==> src/rtl/writeback_arbiter.sv <==
// Register-file write-port arbiter: ALU writes take priority, long-latency writes
// wait in a small FIFO. Flags read-after-write hazards against anything still pending.
module writeback_arbiter #(
  parameter int DATA_W  = 32,
  parameter int ADDR_W  = 5,
  parameter int DEPTH   = 4,
  parameter int DROP_R0 = 1
) (
  input  logic                       clk,
  input  logic                       rst,
  input  logic                       alu_wr_en,
  input  logic [ADDR_W-1:0]          alu_wr_reg,
  input  logic [DATA_W-1:0]          alu_wr_data,
  input  logic                       ld_valid,
  output logic                       ld_ready,
  input  logic [ADDR_W-1:0]          ld_reg,
  input  logic [DATA_W-1:0]          ld_data,
  input  logic [ADDR_W-1:0]          rd_reg1,
  input  logic [ADDR_W-1:0]          rd_reg2,
  output logic                       hazard1,
  output logic                       hazard2,
  output logic                       RegWrt,
  output logic [ADDR_W-1:0]          WirteReg,
  output logic [DATA_W-1:0]          WirteData,
  output logic [$clog2(DEPTH):0]     fifo_count
);

  localparam int PTR_W = $clog2(DEPTH);
  localparam int CNT_W = PTR_W + 1;
  localparam logic [CNT_W-1:0] FULL_CNT = CNT_W'(DEPTH);
  localparam bit DROP = (DROP_R0 != 0);

  logic [ADDR_W-1:0] r_mem_reg  [DEPTH];
  logic [DATA_W-1:0] r_mem_data [DEPTH];
  logic [PTR_W-1:0]  r_wr_ptr;
  logic [PTR_W-1:0]  r_rd_ptr;
  logic [CNT_W-1:0]  r_count;
  logic              r_wrt;
  logic [ADDR_W-1:0] r_wreg;
  logic [DATA_W-1:0] r_wdata;

  logic              w_alu_issue;
  logic              w_pop;
  logic              w_issue;
  logic              w_ld_ready;
  logic              w_push;
  logic              w_haz1;
  logic              w_haz2;
  logic [PTR_W-1:0]  w_idx;

  // Arbitration: a dropped r0 ALU write does not occupy the port.
  always_comb begin
    w_alu_issue = alu_wr_en && !(DROP && (alu_wr_reg == '0));
    w_pop       = !w_alu_issue && (r_count != '0);
    w_issue     = w_alu_issue || w_pop;
    w_ld_ready  = !rst && (r_count < FULL_CNT);
    w_push      = ld_valid && w_ld_ready && !(DROP && (ld_reg == '0));
  end

  always_ff @(posedge clk) begin
    if (w_push) begin
      r_mem_reg[r_wr_ptr]  <= ld_reg;
      r_mem_data[r_wr_ptr] <= ld_data;
    end
  end

  always_ff @(posedge clk) begin
    if (rst) begin
      r_wr_ptr <= '0;
      r_rd_ptr <= '0;
      r_count  <= '0;
    end else begin
      if (w_push) r_wr_ptr <= r_wr_ptr + PTR_W'(1);
      if (w_pop)  r_rd_ptr <= r_rd_ptr + PTR_W'(1);
      case ({w_push, w_pop})
        2'b10:   r_count <= r_count + CNT_W'(1);
        2'b01:   r_count <= r_count - CNT_W'(1);
        default: r_count <= r_count;
      endcase
    end
  end

  // Output stage: index/data hold their last value when nothing issues.
  always_ff @(posedge clk) begin
    if (rst) begin
      r_wrt   <= 1'b0;
      r_wreg  <= '0;
      r_wdata <= '0;
    end else begin
      r_wrt <= w_issue;
      if (w_issue) begin
        r_wreg  <= w_alu_issue ? alu_wr_reg  : r_mem_reg[r_rd_ptr];
        r_wdata <= w_alu_issue ? alu_wr_data : r_mem_data[r_rd_ptr];
      end
    end
  end

  // Only the first r_count slots from the read pointer hold live entries.
  always_comb begin
    w_haz1 = r_wrt && (r_wreg == rd_reg1);
    w_haz2 = r_wrt && (r_wreg == rd_reg2);
    w_idx  = r_rd_ptr;
    for (int i = 0; i < DEPTH; i++) begin
      w_idx = r_rd_ptr + PTR_W'(i);
      if (CNT_W'(i) < r_count) begin
        if (r_mem_reg[w_idx] == rd_reg1) w_haz1 = 1'b1;
        if (r_mem_reg[w_idx] == rd_reg2) w_haz2 = 1'b1;
      end
    end
    if (DROP && (rd_reg1 == '0)) w_haz1 = 1'b0;
    if (DROP && (rd_reg2 == '0)) w_haz2 = 1'b0;
  end

  assign ld_ready   = w_ld_ready;
  assign hazard1    = w_haz1;
  assign hazard2    = w_haz2;
  assign RegWrt     = r_wrt;
  assign WirteReg   = r_wreg;
  assign WirteData  = r_wdata;
  assign fifo_count = r_count;

endmodule
==> config.mk <==
export PLATFORM = sky130hd
export DESIGN_NAME = writeback_arbiter
export DESIGN_NICKNAME = d
export VERILOG_FILES = /design/src/rtl/writeback_arbiter.sv
export SDC_FILE = /design/constraint.sdc
export NUM_CORES = 1
export LEC_CHECK = 0
export CELL_PAD_IN_SITES_DETAIL_PLACEMENT = 1
export CELL_PAD_IN_SITES_GLOBAL_PLACEMENT = 1
export CORE_UTILIZATION = 49
export DETAILED_ROUTE_END_ITERATION = 10
export PLACE_DENSITY_LB_ADDON = 0.08
export SLEW_MARGIN = 20
export SYNTH_ARGS = -nofsm -noshare
export SYNTH_HDL_FRONTEND = slang
export SYNTH_SLANG_ARGS = --single-unit
==> constraint.sdc <==
create_clock -name clk -period 4.4 [get_ports clk]
set_input_delay 0.88 -clock clk [delete_from_list [all_inputs] [get_ports clk]]
set_output_delay 0.88 -clock clk [all_outputs]
set_load 0.02 [all_outputs]
==> summary.md, run 1 <==
| Metric | Value |
|---|---|
| Status | complete, no violations |
| IO Port Bufs | 131 |
| PwrDens | 509 nW/µm² |
| Starting DRT DRC Count | 162 |
| Clock latency on the worst-skew pair | 430 ps |
| Num CTS Buffers | 17 |
| Initial antenna violation count | 0 |
| DPL Wire Length | 13,600 µm |
| Critical Path Start Type | register |
| Critical path class | register to output pin |
| Maximum capacitance violations | 0 |
| Grt ovf | 0 |
| Flop pwr share | 40.9% |
| Buffer and inverter count on the worst path | 1 |
| GP Congestion | 0.910 |
| Flop2flop setup slack | 1870 ps |
| Mean post-synth cell area | 15.6 µm² |
| Vias in the first global route | 5,719 |
| Via density | 5.68 |
| Largest delay contributor family on the critical path | flip-flops |
| Clock share of power | 27.5% |
| Main combinational cell family by area after synthesis | multiplexers |
| Leakage power | 3.57 nW |
| Synth unique cells | 38 |
| CTS-repair resized insts | 0 |
| Ys Warns | 0 |
| Pin count of the biggest net entering global routing | 74 |
| Share of cells above drive strength 1 | 14.8% |
| Setup Buffers After CTS | 0 |
| Slew HR | 46.7% |
| R2R Path End | r_mem_data[3][1] |
| Inserted Diodes | 0 |
| Io pins | 132 |
| Compound-cell area share of the yosys netlist | 4.52% |
| Met1 Resource Use GR | 28.2% |
| GRT Max-Usage Layer | met2 |
| Die ar. | 18,200 µm² |
| Worst min-delay path class | register to register |
| GRT Overall Usage | 23.9% |
| Worst-Margin Slew | 799 ps |
| Remaining DRCs | 0 |
| Chip height | 135 µm |
| Worst r2r src | fifo_count[2] |
| Synth Area in Simple Gates | 4.94% |
| Area of the core | 17,300 µm² |
| Worst Path Required | 3520 ps |
| Worst setup margin | 277 ps |
| CTS hold repair buffers | 0 |
| Root Buffer | clkbuf_16 |
| FP Rows | 48 |
| CP Capture Point | hazard2 |
| Achievable clock frequency | 243 MHz |
| Worst hold slack | 558 ps |
| Total Power | 5.49 mW |
| Post-synthesis xor/xnor area fraction | 5.56% |
| Register area share after synthesis | 62.1% |
| DR WL/cell | 22.3 µm |
| Layout net count | 774 |
| Critical path's slowest cell | dfxtp_1 |
| Sw Share | 30.9% |
| Drt first pass iters | 4 |
| R2R depth | 5 |
| Clock buffer depth | 2 |
| First-pass GRT wire length | 31,900 µm |
| CP arrival | 3240 ps |
| Syn-to-layout area delta | 24.4% |
| Hold Fails Final Rpt | 0 |
| Setup Viol. Count Final | 0 |
| Crit path time final | 4120 ps |
| Mux cell area share after synthesis | 18.9% |
| Synthesized area | 8670 µm² |
| Die width | 135 µm |
| Yosys reg bits | 195 |
| Combinational fraction of design power | 31.5% |
| Number of flip-flops in the largest register | 128 |
| Clock sinks | 195 |
| Starting density of the core | 50.1% |
| CP peak stage delay | 740 ps |
| Mapped Nets | 653 |
| Grt met3 use | 4.88% |
| Antenna Nets Post-Route | 0 |
| Vias | 5,195 |
| Post-Syn Instances | 556 |
| Critical Path Source | r_rd_ptr[1] |
| Crit-path max FO | 13 |
| Peak supply drop | 0.000316 V |
| Unrepaired setup endpoints after global routing | no |
| Slew Limit Fails | 0 |
| Setup WS pre-CTS | 382 ps |
| Internal power | 3.79 mW |
| Post-Route WL | 20,400 µm |
| M2 GR Usage | 43.7% |
| Setup TNS Final | 0 ps |
| Final period util | 93.7% |
| Synth Area in Adders | 1.30% |
| CP Cell Sequence | mux4_2 -> xnor2_1 -> nand2_1 -> nor4_1 -> nor3_1 -> a21oi_1 -> clkdlybuf4s50_1 |
| Number of cells on the critical path | 7 |
| Net Sw Power | 1.70 mW |
| CTS tree | done |
| CP endpoint kind | output pin |
| Clk_skew | 9.68 ps |
| H-tree depth | 4 |
| Reg clk slew, reported paths | 70 ps |
-- worst min path at each step --
stage,cells past startpoint,from,endpoint,slack (ps)
floorplan,2,r_wr_ptr[1],r_wr_ptr[1],510
global placement,2,r_wr_ptr[1],r_wr_ptr[1],530
detailed placement,2,WirteData[21],WirteData[21],540
CTS,2,WirteData[13],WirteData[13],560
global route,2,WirteData[13],WirteData[13],600
finish,2,WirteData[13],WirteData[13],560
-- worst min-delay path, stage by stage, from the launching register on --
cell	delay (ps)
dfxtp_1	310
mux2i_1	120
a211oi_1	80
-- cell usage after synthesis (all sizes together) --
master,instances,area share (%)
buf,21,1.5
o211ai,1,0.087
nand4,5,0.36
clkbuf,20,0.87
xor2,23,2.3
mux4,49,13
a31oi,3,0.22
nand3b,1,0.087
o21ai,5,0.29
xnor2,32,3.2
nand3,2,0.12
mux2,2,0.26
or3,2,0.14
a22oi,3,0.26
or4,3,0.26
dfxtp,47,11
nor4,3,0.22
a211oi,37,3.2
and3,2,0.14
inv,6,0.26
nand2,11,0.48
ha,9,1.3
a21oi,8,0.46
nor2,50,2.2
nor3,8,0.46
nand2b,2,0.14
edfxtp,148,51
and2,5,0.36
mux2i,48,5.7
-- placed cells by master, fill, tap and decap left out, drive strengths merged --
| cell type | count |
|---|---|
| a211oi | 37 |
| a21oi | 8 |
| a22oi | 3 |
| a31oi | 3 |
| and2 | 5 |
| and3 | 2 |
| buf | 13 |
| bufinv | 1 |
| clkbuf | 17 |
| clkdlybuf4s50 | 130 |
| clkinv | 8 |
| dfxtp | 47 |
| edfxtp | 148 |
| ha | 9 |
| inv | 12 |
| mux2 | 2 |
| mux2i | 48 |
| mux4 | 49 |
| nand2 | 11 |
| nand2b | 2 |
| nand3 | 2 |
| nand3b | 1 |
| nand4 | 5 |
| nor2 | 50 |
| nor3 | 8 |
| nor4 | 3 |
| o211ai | 1 |
| o21ai | 5 |
| or3 | 2 |
| or4 | 3 |
| xnor2 | 32 |
| xor2 | 23 |
-- cells by family after synthesis --
family	count (synthesis)
flops	195
simple gates	94
compound gates	57
xor+xnor	55
fa+ha+maj	9
mux	99
buf+inv	47
-- power groups by stage --
stage          sequential (mW)  combinational (mW)  clock (mW)
6_report                  2.25                1.73        1.51
3_5_place_dp              2.29                1.74           0
3_3_place_gp              2.27                1.71           0
4_1_cts                   2.25                1.76        1.53
2_1_floorplan             2.31                1.20           0
5_1_grt                   2.26                1.87        1.60
-- per-layer routing --
metal	share of wire (%)	wire, µm
met5	0	0
met4	1.3	267
met3	4.0	815
met2	53	10900
met1	41	8440
-- stage by stage --
stage | instances | instance area (µm²) | utilization [%]
floorplan | 556 | 8670 | -
global route | 915 | 10800 | 62.3
finish | 915 | 10800 | 62.3
global placement | 883 | 10200 | 59.0
detailed placement | 883 | 10200 | 59.0
CTS | 915 | 10800 | 62.3
-- cell type report --
class / count / area (µm²)
fill: 1604 / 6510
sequential: 195 / 5390
multi-input combinational: 314 / 3070
timing repair buffer: 143 / 1450
clock buffer: 17 / 425
tap: 225 / 282
clock inverter: 15 / 150
inverter: 6 / 22.5
Power figures use the tool's default switching activity.
==> run 2: changes to the inputs <==
--- a/config.mk
+++ b/config.mk
@@ -10,6 +10,7 @@
 export CORE_UTILIZATION = 49
 export DETAILED_ROUTE_END_ITERATION = 10
 export PLACE_DENSITY_LB_ADDON = 0.08
+export SKIP_CTS_REPAIR_TIMING = 1
 export SLEW_MARGIN = 20
 export SYNTH_ARGS = -nofsm -noshare
 export SYNTH_HDL_FRONTEND = slang
==> results of run 2 <==
Final layout, timing and power as in run 1 (identical DEF).
